`config.mk`:
```
export PLATFORM = sky130hd
export DESIGN_NAME = johnson_phase_sequencer
export DESIGN_NICKNAME = d
export VERILOG_FILES = /design/src/rtl/johnson_seq_pkg.sv /design/src/rtl/johnson_ring_core.sv /design/src/rtl/johnson_phase_sequencer.sv
export SDC_FILE = /design/constraint.sdc
export NUM_CORES = 1
export LEC_CHECK = 0
export CAP_MARGIN = 20
export CORE_ASPECT_RATIO = 0.5
export CORE_MARGIN = 2
export CORE_UTILIZATION = 49
export DETAILED_ROUTE_END_ITERATION = 7
export PLACE_DENSITY = 0.91
export SLEW_MARGIN = 20
export SYNTH_ARGS = -nofsm -noshare
export SYNTH_HDL_FRONTEND = slang
export SYNTH_SLANG_ARGS = --single-unit
```
`constraint.sdc`:
```
create_clock -name clk -period 3 [get_ports clk]
set_clock_uncertainty 0.1 [all_clocks]
set_input_delay 0.6 -clock clk [delete_from_list [all_inputs] [get_ports clk]]
set_output_delay 0.6 -clock clk [all_outputs]
set_load 0.01 [all_outputs]
```
`src/rtl/johnson_seq_pkg.sv`:
```
// Shared types and helpers for the Johnson phase sequencer.
//   seq_state_e    : run-controller states
//   johnson_legal  : 1 when a w-bit code is one of the 2*w Johnson codes
//   johnson_idx    : step index 0..2*w-1 of a legal w-bit Johnson code
package johnson_seq_pkg;

  typedef enum logic [1:0] {
    S_IDLE,
    S_RUN,
    S_STOPPING,
    S_DONE
  } seq_state_e;

  // Helpers take a zero-extended code so one function serves any ring width.
  localparam int JMAX = 32;

  // Legal codes are a contiguous block of k ones, either at the LSB end or
  // at the MSB end of the w-bit field (k = 0..w covers all-zero and all-one).
  function automatic logic johnson_legal(input logic [JMAX-1:0] code, input int w);
    logic            ok;
    logic [JMAX-1:0] ones;
    ok = 1'b0;
    for (int k = 0; k <= JMAX; k++) begin
      if (k <= w) begin
        ones = (k == 0) ? '0 : ({JMAX{1'b1}} >> (JMAX - k));
        if (code == ones || code == (ones << (w - k))) ok = 1'b1;
      end
    end
    return ok;
  endfunction

  // Filling phase (MSB set, or empty) counts ones; draining phase counts
  // back from 2*w.
  function automatic int johnson_idx(input logic [JMAX-1:0] code, input int w);
    int pc;
    pc = 0;
    for (int k = 0; k < JMAX; k++) begin
      if (k < w) pc += int'(code[k]);
    end
    if (code == '0 || code[w-1]) return pc;
    return 2 * w - pc;
  endfunction

endpackage

```
`src/rtl/johnson_ring_core.sv`:
```
// WIDTH-bit Johnson ring register.
//   clk, reset : clock, synchronous active-high reset
//   en         : advance one Johnson step
//   clr        : force ring to all-zero (wins over en)
//   ring       : current code
module johnson_ring_core #(
  parameter int WIDTH = 4
) (
  input  logic             clk,
  input  logic             reset,
  input  logic             en,
  input  logic             clr,
  output logic [WIDTH-1:0] ring
);

  always_ff @(posedge clk) begin
    if (reset || clr) ring <= '0;
    else if (en)      ring <= {~ring[0], ring[WIDTH-1:1]};
  end

endmodule

```
`src/rtl/johnson_phase_sequencer.sv`:
```
// Run controller around a Johnson ring: runs N full rotations (or free-runs
// when N=0), decodes one-hot phase strobes, counts rotations, and recovers
// from illegal ring codes.
//   clk, reset  : clock, synchronous active-high reset
//   start       : run request, honoured only in IDLE
//   num_cycles  : rotations to run (0 = free-run), captured on start
//   stop        : finish current rotation, then DONE (RUN only)
//   abort       : immediate return to IDLE, no done pulse
//   busy, done  : run active / one-cycle completion pulse
//   ring        : current Johnson code
//   phase       : one-hot strobe, zero unless busy
//   phase_idx   : step index decoded from ring
//   rot_count   : completed rotations this run
//   err         : sticky illegal-code flag
module johnson_phase_sequencer
  import johnson_seq_pkg::*;
#(
  parameter int WIDTH = 4,
  parameter int CNT_W = 8,
  localparam int PH_W  = 2 * WIDTH,
  localparam int IDX_W = $clog2(2 * WIDTH)
) (
  input  logic             clk,
  input  logic             reset,
  input  logic             start,
  input  logic [CNT_W-1:0] num_cycles,
  input  logic             stop,
  input  logic             abort,
  output logic             busy,
  output logic             done,
  output logic [WIDTH-1:0] ring,
  output logic [PH_W-1:0]  phase,
  output logic [IDX_W-1:0] phase_idx,
  output logic [CNT_W-1:0] rot_count,
  output logic             err
);

  seq_state_e       state, state_n;
  logic [CNT_W-1:0] target;
  logic [WIDTH-1:0] ring_q, ring_cur;
  logic             ring_en, ring_clr, cnt_inc, err_set, capture;
  logic             in_run, illegal, wrap, hit;
  logic [CNT_W-1:0] rot_inc;

  johnson_ring_core #(.WIDTH(WIDTH)) u_ring (
    .clk   (clk),
    .reset (reset),
    .en    (ring_en),
    .clr   (ring_clr),
    .ring  (ring_q)
  );

  // Single continuously-driven view of the ring used by all decode logic.
  assign ring_cur = ring_q;
  assign ring     = ring_cur;

  assign in_run  = (state == S_RUN) || (state == S_STOPPING);
  assign illegal = in_run && !johnson_legal(JMAX'(ring_cur), WIDTH);
  // 0..01 steps to all-zero on this edge: a rotation completes.
  assign wrap    = in_run && (ring_cur == WIDTH'(1));
  assign rot_inc = rot_count + 1'b1;
  assign hit     = (target != '0) && (rot_inc == target);

  // State register
  always_ff @(posedge clk) begin
    if (reset) state <= S_IDLE;
    else       state <= state_n;
  end

  // Next state: abort > illegal recovery > wrap/stop
  always_comb begin
    state_n = state;
    case (state)
      S_IDLE: if (start) state_n = S_RUN;
      S_RUN: begin
        if (abort)                    state_n = S_IDLE;
        else if (illegal)             state_n = S_RUN;
        else if (wrap && (hit || stop)) state_n = S_DONE;
        else if (stop && !wrap)       state_n = S_STOPPING;
      end
      S_STOPPING: begin
        if (abort)        state_n = S_IDLE;
        else if (illegal) state_n = S_STOPPING;
        else if (wrap)    state_n = S_DONE;
      end
      S_DONE:  state_n = S_IDLE;
      default: state_n = S_IDLE;
    endcase
  end

  // Datapath controls
  always_comb begin
    capture  = (state == S_IDLE) && start;
    ring_en  = in_run && !abort && !illegal;
    ring_clr = in_run && (abort || illegal);
    cnt_inc  = ring_en && wrap;
    err_set  = in_run && !abort && illegal;
  end

  always_ff @(posedge clk) begin
    if (reset) begin
      target    <= '0;
      rot_count <= '0;
      err       <= 1'b0;
      busy      <= 1'b0;
      done      <= 1'b0;
    end else begin
      if (capture) begin
        target    <= num_cycles;
        rot_count <= '0;
        err       <= 1'b0;
      end else begin
        if (cnt_inc) rot_count <= rot_inc;
        if (err_set) err       <= 1'b1;
      end
      busy <= (state_n == S_RUN) || (state_n == S_STOPPING);
      done <= (state_n == S_DONE);
    end
  end

  assign phase_idx = IDX_W'(johnson_idx(JMAX'(ring_cur), WIDTH));
  assign phase     = busy ? (PH_W'(1) << phase_idx) : '0;

endmodule
```
Word-level counts from Yosys, hierarchy flattened
Index checks and enable logic that the tools add are counted.
{ "op_classes": {"n_eq_ne": 14, "n_reduce_logical": 28, "shift": 1, "addsub": 5, "n_mux": 18, "bitwise": 1} }
{ "op_table": {"columns": ["op", "n"], "rows": [
  ["$eq 4x4->1 const B", 4],
  ["$mux 2", 8],
  ["$logic_and 1x1->1", 11],
  ["$logic_or 1x1->1", 9],
  ["$add 8x1->8 const B", 1],
  ["$eq 2x2->1 const B", 4],
  ["$eq 8x8->1", 1],
  ["$mux 8", 1],
  ["$pmux 2 s4", 1],
  ["$reduce_bool 8->1", 1],
  ["$shl 1x3->8 const A", 1],
  ["$mux 1", 6],
  ["$mux 3", 2],
  ["$eq 2x1->1 const B", 2],
  ["$eq 4x1->1 const B", 1],
  ["$eq 4x2->1 const B", 1],
  ["$eq 4x3->1 const B", 1],
  ["$logic_not 1->1", 4],
  ["$logic_not 4->1", 1],
  ["$add 2x1->3", 1],
  ["$add 3x1->3", 1],
  ["$sub 1x3->3 const A", 1],
  ["$add 1x1->2", 1],
  ["$logic_not 2->1", 1],
  ["other kinds (2)", 2]
]} }
{ "word_totals": {"regBits": 25, "input_bits": 13} }

Logic depth before layout (Yosys ltp)
Gate-level depths: netlist of run 1.
{ "depth": {"depth_word": 13, "depth_mapped": 10} }

Hierarchy
A second synthesis of run 1 with hierarchy kept.
{ "hier_totals": {"hier_cells": 214, "hier_area_um2": 1760.4} }
{ "modules_own_cells": {"columns": ["module", "cells_per_inst", "instances", "area_per_inst_um2"], "rows": [
  ["johnson_phase_sequencer", 201, 1, 1611.5],
  ["johnson_ring_core", 13, 1, 148.9]
]} }

Worst setup path before layout of run 1
Ideal clock, no wire load.
{ "synth_timing": {"kind": "reg2out", "start": "register u_ring.ring[3]", "end": "output phase[5]", "path_slack_ps": -146, "stages_incl_launch_ff": 10, "required_ps": 2300, "path_buffers": 0, "arrival_time_ps": 2446, "cell_sequence": "dfxtp_1 -> fa_1 -> ha_1 -> ha_1 -> inv_1 -> ha_1 -> nor2b_1 -> xor2_1 -> nand2_1 -> nor2_1"} }
{ "synth_via": {"elab_chain_len": 6, "word_cells_on_any_way": 9, "cone_classes": "2 x add/sub; 1 x shift; 4 x mux; 2 x reduce/logical"} }
{ "synth_lines": {"columns": ["element", "line_no", "source"], "rows": [
  ["from (decl)", "johnson_ring_core.sv:13", "output logic [WIDTH-1:0] ring"],
  ["from (signal assigned)", "johnson_ring_core.sv:18", "else if (en) ring <= {~ring[0], ring[WIDTH-1:1]};"],
  ["parallel branches: the longest is 3 deep, another holds $add 3x1->3", null, null],
  ["$mux 3 *", "johnson_seq_pkg.sv:41", "return 2 * w - pc;"],
  ["named net phase_idx[2]", "johnson_phase_sequencer.sv:33", "output logic [IDX_W-1:0] phase_idx,"],
  ["$shl 1x3->8 *", "johnson_phase_sequencer.sv:122", "assign phase = busy ? (PH_W'(1) << phase_idx) : '0;"],
  ["$mux 8 *", "johnson_phase_sequencer.sv:122", null],
  ["to (decl)", "johnson_phase_sequencer.sv:32", "output logic [PH_W-1:0] phase,"]
]} }
Mark *: on every way through the listed nets, which the timed path passes.

Worst setup path after layout of run 1
{ "layout_timing": {"start": "register u_ring.ring[3]", "end": "output phase[5]"} }
{ "layout_via": {"elab_chain_len": 6, "word_cells_on_any_way": 9, "cone_classes": "2 x add/sub; 1 x shift; 4 x mux; 2 x reduce/logical"} }
{ "layout_lines": {"columns": ["element", "line_no"], "rows": [
  ["parallel branches: the longest is 3 deep, another holds $add 3x1->3", null],
  ["$mux 3 *", "johnson_seq_pkg.sv:41"],
  ["$shl 1x3->8 *", "johnson_phase_sequencer.sv:122"],
  ["$mux 8 *", "johnson_phase_sequencer.sv:122"]
]} }
Mark *: on every way between the ends.

==> impl_results.md, run 1 <==
* 1st-iter DRT viols at 51
* Fin Hold WS at 0.385 ns
* Placeable Area at 3080 um^2
* CP bufs+invs at 3
* Leak at 0.837 nW
* Top delay family on crit path: adder cells
* Register area share after synthesis at 30.8%
* Final Max Slew Viols at 0
* CTS sink count at 25
* Hold WC Path Type: reg2reg
* Unrepaired setup endpoints after global routing: true
* Die X at 85.5 um
* Largest net degree at the start of global routing at 17
* Yosys warnings at 0
* Final GP Congestion at 0.888
* DRC viols at 0
* Std-Cell Rows at 14
* Clk root buf: clkbuf_8
* CTS Buffer Depth at 2
* Reg2Reg Capture Point: busy$_SDFF_PP0_
* Worst-margin pin slew at 0.442 ns
* Gr ovfl total at 0
* CP Cell Sequence: fa_1 -> ha_2 -> ha_4 -> inv_4 -> ha_4 -> nor2b_4 -> xor2_2 -> buf_4 -> nand2_2 -> nor2_1 -> buf_2
* WL final at 4160 um
* Post-synth ARST share at 0%
* Distinct cells, synth at 38
* First-pass GRT wire length at 6970 um
* Count leader, synth: dfxtp_1
* Reg2reg path depth at 12
* WS Path Type: reg2out
* TritonRoute pass-1 iters at 4
* Post-DP Area at 2130 um^2
* CP startpoint: u_ring.ring[3]$_SDFFE_PP0P_
* EDFF count, synth at 0
* Share of the synthesized area in the top cell type at 30.8%
* Vias in the first global route at 1570
* Worst Path Arrival at 2.52 ns
* Clock latency on the worst-skew pair at 0.27 ns
* Post-route cell area at 2210 um^2
* Final period util at 107%
* Initial core utilization at 52.8%
* Post-detail-place hpwl at 3010 um
* Total GRT Usage at 22.8%
* Final WS setup at -0.224 ns
* Synthesis-stage register bit count at 25
* Crit end category: output pin
* Final critical-path required period at 3.22 ns
* Largest stage delay, worst path at 0.47 ns
* Violated checks: negative setup slack
* Number of primary I/O pins at 39
* Layout area overhead at 35.8%
* Drt via density at 5.50
* CTS clk-pin slew, worst paths at 0.09 ns
* Cell Pwr Density at 552 nW/um^2
* Hold Violations, Final at 0
* Routed len/inst at 14.4 um
* H-tree depth at 1
* Area contributors post-synth: dfxtp_1 31%, ha_1 12%, xnor2_1 5.9%
* DR vias at 1589
* Syn_nets at 230
* # setup viols final at 10
* Antenna violations before repair at 0
* Number of cells on the worst hold path at 2
* Flop-to-flop setup slack at 0.24 ns
* Mapped Cells at 201
* CTS tree: yes
* Proportion of layout cells with a drive suffix above 1 at 18.9%
* Main synth FF type: dfxtp_1
* Worst path most repeated cell: ha_4
* Nets at 279
* Worst reg2reg startpoint: u_ring.ring[0]$_SDFFE_PP0P_
* CP startpoint kind: flop
* Syn avg cell area at 8.09 um^2
* # Max-Cap Violations at 0
* Antenna Violating Nets Remaining at 0
* Fmax at 310 MHz
* Die area at 3820 um^2
* Total CTS buffers at 3
* # port buffers at 38
* Status: complete, but fails checks
* VDD IR-drop max at 0.317 mV
* Die H at 44.7 um
* Critical-path top delay cell: fa_1
* Cell taking the most area after synthesis: dfxtp_1
* Commonest cells post-synth: 25 x dfxtp_1, 21 x nand2_1, 19 x a21oi_1
* Mapped Area at 1630 um^2
* Hold Startpoint: err$_SDFFE_PP0P_
* Antenna diodes at 0
* Min-Delay Endpoint: err$_SDFFE_PP0P_
* Max_slew headroom at 70.4%
* Worst Path Required at 2.30 ns
* CP Max Fanout at 4
## logic make-up after synthesis
| kind of cell | Yosys count | synth area share (%) |
|---|---|---|
| xor gates and xnor gates | 18 | 9.69 |
| adders and majority gates | 16 | 12.8 |
| buffers and inverters | 18 | 4.15 |
| AOI/OAI and AO/OA | 36 | 14.4 |
| and+or+nand+nor | 88 | 28.2 |
| DFF | 25 | 30.8 |
## power breakdown
part           switching [mW]  leakage (nW)  internal [mW]
combinational           0.311         0.610          0.278
clock                   0.109        0.0228         0.0951
sequential             0.0465         0.205          0.380
total                   0.467         0.837          0.753
## worst reg2reg max path, cell delays in order (launching register included)
cell,delay (ns)
dfxtp_2,0.35
buf_4,0.12
inv_1,0.08
ha_1,0.22
buf_4,0.14
nor4_1,0.28
a311o_1,0.27
and2_1,0.20
o21ai_0,0.10
a21oi_1,0.25
a22oi_1,0.14
ha_1,0.29
nor2b_1,0.12
## registers in the layout (all words and copies together), names as in the netlist
name,cells
err,1
busy,1
rot_count,8
target,8
done,1
state,2
u_ring.ring,4
## cells in the final DEF, fill, tap and decap left out, types with 8 or more instances in the layout
cell / netlist / final
buf_2: 0 / 8
nor2_1: 18 / 16
nand2_1: 21 / 20
dfxtp_1: 25 / 22
nand3_1: 12 / 12
ha_1: 15 / 11
buf_4: 0 / 13
inv_1: 11 / 9
clkdlybuf4s50_1: 0 / 28
a21oi_1: 19 / 18
xnor2_1: 11 / 11
## layout make-up
class                           instances  area, um^2
Tap cell                               40        50.0
Fill cell                             230         873
Sequential cell                        25         504
Clock buffer                            4        45.0
Inverter                               11        43.8
Timing Repair Buffer                   51         437
Multi-Input combinational cell        158        1130
## worst max path at each step
stage               endpoint  slack (ns)  depth (start not counted)
finish              phase[5]       -0.22                         11
global placement    phase[3]       -0.36                         10
CTS                 phase[5]       -0.18                         11
global route        phase[7]       -0.31                         11
detailed placement  phase[3]       -0.46                         10
floorplan           phase[3]        0.02                          9
## metal layers
layer	GRT usage (%)	vias up	part of all wire [%]
li1	-	780	-
met2	44.7	42	49
met1	26.4	759	45
met4	6.67	0	1.8
met3	3.66	8	3.9
met5	0	-	0
## repair_timing
| item | CTS | global route |
|---|---|---|
| cloned | 0 | 0 |
| pin swaps | 10 | 1 |
| endpoints found under the setup margin | 10 | 10 |
| resized for setup | 46 | 2 |
| hold buffers | 0 | 0 |
| buffers inserted | 2 | 0 |
| endpoints found under the hold margin | 0 | 0 |
## per-stage QoR
stage / utilization [%] / instances / power (mW) / TNS, ns / setup slack, ns
final: 71.7 / 289 / 1.22 / -1.70 / -0.224
after global routing: 71.7 / 289 / 1.30 / -2.66 / -0.308
after CTS: 71.6 / 289 / 1.20 / -1.41 / -0.182
after detailed placement: 69.2 / 283 / 0.978 / -3.56 / -0.463
after global placement: 69.2 / 283 / 0.952 / -2.66 / -0.363
after floorplan: - / 201 / 0.787 / 0 / 0.0225
Power figures use the tool's default switching activity.
==> run 2: changes to the inputs <==
--- a/config.mk
+++ b/config.mk
@@ -8,9 +8,9 @@
 export CAP_MARGIN = 20
 export CORE_ASPECT_RATIO = 0.5
 export CORE_MARGIN = 2
-export CORE_UTILIZATION = 49
+export CORE_UTILIZATION = 45
 export DETAILED_ROUTE_END_ITERATION = 7
-export PLACE_DENSITY = 0.91
+export PLACE_DENSITY = 0.88
 export SLEW_MARGIN = 20
 export SYNTH_ARGS = -nofsm -noshare
 export SYNTH_HDL_FRONTEND = slang
==> constraint.sdc (replaced) <==
create_clock -name clk -period 2.95 [get_ports clk]
set_clock_uncertainty 0.1 [all_clocks]
set_input_delay 0.59 -clock clk [delete_from_list [all_inputs] [get_ports clk]]
set_output_delay 0.59 -clock clk [all_outputs]
set_load 0.01 [all_outputs]
==> impl_results.md, run 2 (synthesis gave the netlist of run 1 again) <==
* Status: complete, but fails checks
* Violated checks: negative setup slack
* Worst Path Required at 2.26 ns
* Worst-margin pin slew at 0.370 ns
* Dpl cells at 295
* Final WS setup at -0.382 ns
* Leak at 0.869 nW
* Drt via density at 5.22
* First-pass GRT wire length at 6720 um
* Max_slew headroom at 75.3%
* Die H at 46.5 um
* Placeable Area at 3450 um^2
* Nets at 285
* Total Power at 1.25 mW
* Cell Pwr Density at 535 nW/um^2
* Initial core utilization at 47.1%
* Hold WC Path Type: reg2reg
* Unrepaired setup endpoints after global routing: true
* CTS sink count at 25
* Final critical-path required period at 3.33 ns
* Number of primary I/O pins at 39
* # Max-Cap Violations at 0
* Sequential power share at 34.9%
* Vias in the first global route at 1517
* TritonRoute pass-1 iters at 4
* Clock latency on the worst-skew pair at 0.27 ns
* # port buffers at 38
* Worst Path Arrival at 2.64 ns
* Final period util at 113%
* Total GRT Usage at 21.6%
* Layout area overhead at 43.2%
* Post-DP Area at 2170 um^2
* 1st-iter DRT viols at 81
* Hold Violations, Final at 0
* Layout Cells excl Fill at 306
* DR vias at 1598
* Die X at 89.0 um
* Fmax at 300 MHz
* Final Max Slew Viols at 0
* Gr ovfl total at 0
* CTS clk-pin slew, worst paths at 0.08 ns
* Switch Pwr at 474 uW
* CTS Hold Buffers Added at 0
* CTS Buffer Depth at 2
* Crit end category: output pin
* # setup viols final at 10
* CP startpoint kind: flop
* Commonest non-fill, non-tap cells in the layout: 28 x clkdlybuf4s50_1, 22 x dfxtp_1, 20 x nand2_1, 20 x buf_4, 18 x a21oi_1
* Antenna Violating Nets Remaining at 0
* CTS tree: yes
* Post-detail-place hpwl at 3040 um
* CP Max Fanout at 4
* Routed len/inst at 14.0 um
* Antenna violations before repair at 0
* Final GP Congestion at 0.808
* VDD IR-drop max at 0.283 mV
* WL final at 4270 um
* Utilization after layout at 67.5%
* Switching fraction of total power at 38.0%
* Die area at 4140 um^2
* Post-route cell area at 2330 um^2
* Largest regs: rot_count x8, target x8, u_ring.ring x4
* Gate power share at 49.1%
* Std-Cell Rows at 15
* Clk network pwr share at 16.1%
* Fillers at 294
* WS Path Type: reg2out
* Pint at 773 uW
* Largest net degree at the start of global routing at 17
* Commonest non-fill, non-tap cell in the layout: clkdlybuf4s50_1
* Clk root buf: clkbuf_8
* Antenna diodes at 0
* Total negative slack at -2.83 ns
* H-tree depth at 1
* Proportion of layout cells with a drive suffix above 1 at 23.5%
* DRC viols at 0
* Total CTS buffers at 3
run 2: power by group through the flow:
stage	clock network, mW	logic [mW]	registers (mW)
final	0.200	0.612	0.435
after global routing	0.218	0.676	0.438
after CTS	0.207	0.586	0.430
after detailed placement	0	0.564	0.436
after global placement	0	0.545	0.435
after floorplan	0	0.370	0.441
run 2: layout make-up:
| type | instances | area (um^2) | area share, % |
|---|---|---|---|
| sequential | 25 | 504 | 21.6 |
| tap | 51 | 63.8 | 2.74 |
| inverter | 11 | 43.8 | 1.88 |
| multi-input combinational | 158 | 1160 | 49.8 |
| clock buffer | 4 | 45.0 | 1.93 |
| timing repair buffer | 57 | 513 | 22.0 |
run 2: through the flow:
stage,worst slack [ns],hold WS (ns)
2_1_floorplan,-0.00298,0.361
3_3_place_gp,-0.388,0.357
3_5_place_dp,-0.546,0.359
4_1_cts,-0.355,0.380
5_1_grt,-0.454,0.417
6_report,-0.382,0.375
run 2: worst paths after layout:
path / cells past startpoint / startpoint / endpoint / slack (ns)
worst max-delay path: 11 / u_ring.ring[0]$_SDFFE_PP0P_ / phase[3] / -0.38
worst min-delay path: 2 / err$_SDFFE_PP0P_ / err$_SDFFE_PP0P_ / 0.37
worst max register to register: 11 / u_ring.ring[0]$_SDFFE_PP0P_ / busy$_SDFF_PP0_ / 0.16
worst min register to register: 2 / err$_SDFFE_PP0P_ / err$_SDFFE_PP0P_ / 0.37
run 2: timing repair:
item / CTS / global route
gates resized for setup: 53 / 12
setup buffers: 5 / 3
pin swaps: 11 / 8
endpoints found under the setup margin: 10 / 10
hold endpoints to repair: 0 / 0
run 2: critical path: stages, from the launching register on:
cell and delay [ns]:
dfxtp_2 0.34, fa_1 0.48, ha_2 0.20, ha_4 0.30, inv_4 0.04, ha_4 0.15
nor2b_4 0.13, xor2_2 0.10, buf_4 0.16, or2_4 0.27, nor2_4 0.10, buf_6 0.11
run 2: layer usage:
| layer | vias up | routed length, um | global-route usage (%) | share of wire, % |
|---|---|---|---|---|
| li1 | 795 | - | - | - |
| met2 | 46 | 2170 | 42.1 | 51 |
| met5 | - | 0 | 0 | 0 |
| met4 | 0 | 104 | 7.76 | 2.4 |
| met3 | 12 | 173 | 4.48 | 4.1 |
| met1 | 745 | 1820 | 23.9 | 43 |
==> run 3: changes to the inputs <==
--- a/config.mk
+++ b/config.mk
@@ -11,7 +11,7 @@
 export CORE_UTILIZATION = 45
 export DETAILED_ROUTE_END_ITERATION = 7
 export PLACE_DENSITY = 0.88
-export SLEW_MARGIN = 20
+export SLEW_MARGIN = 0
 export SYNTH_ARGS = -nofsm -noshare
 export SYNTH_HDL_FRONTEND = slang
 export SYNTH_SLANG_ARGS = --single-unit
==> results of run 3 <==
No change in the layout: final DEF, timing and power equal those of run 2.
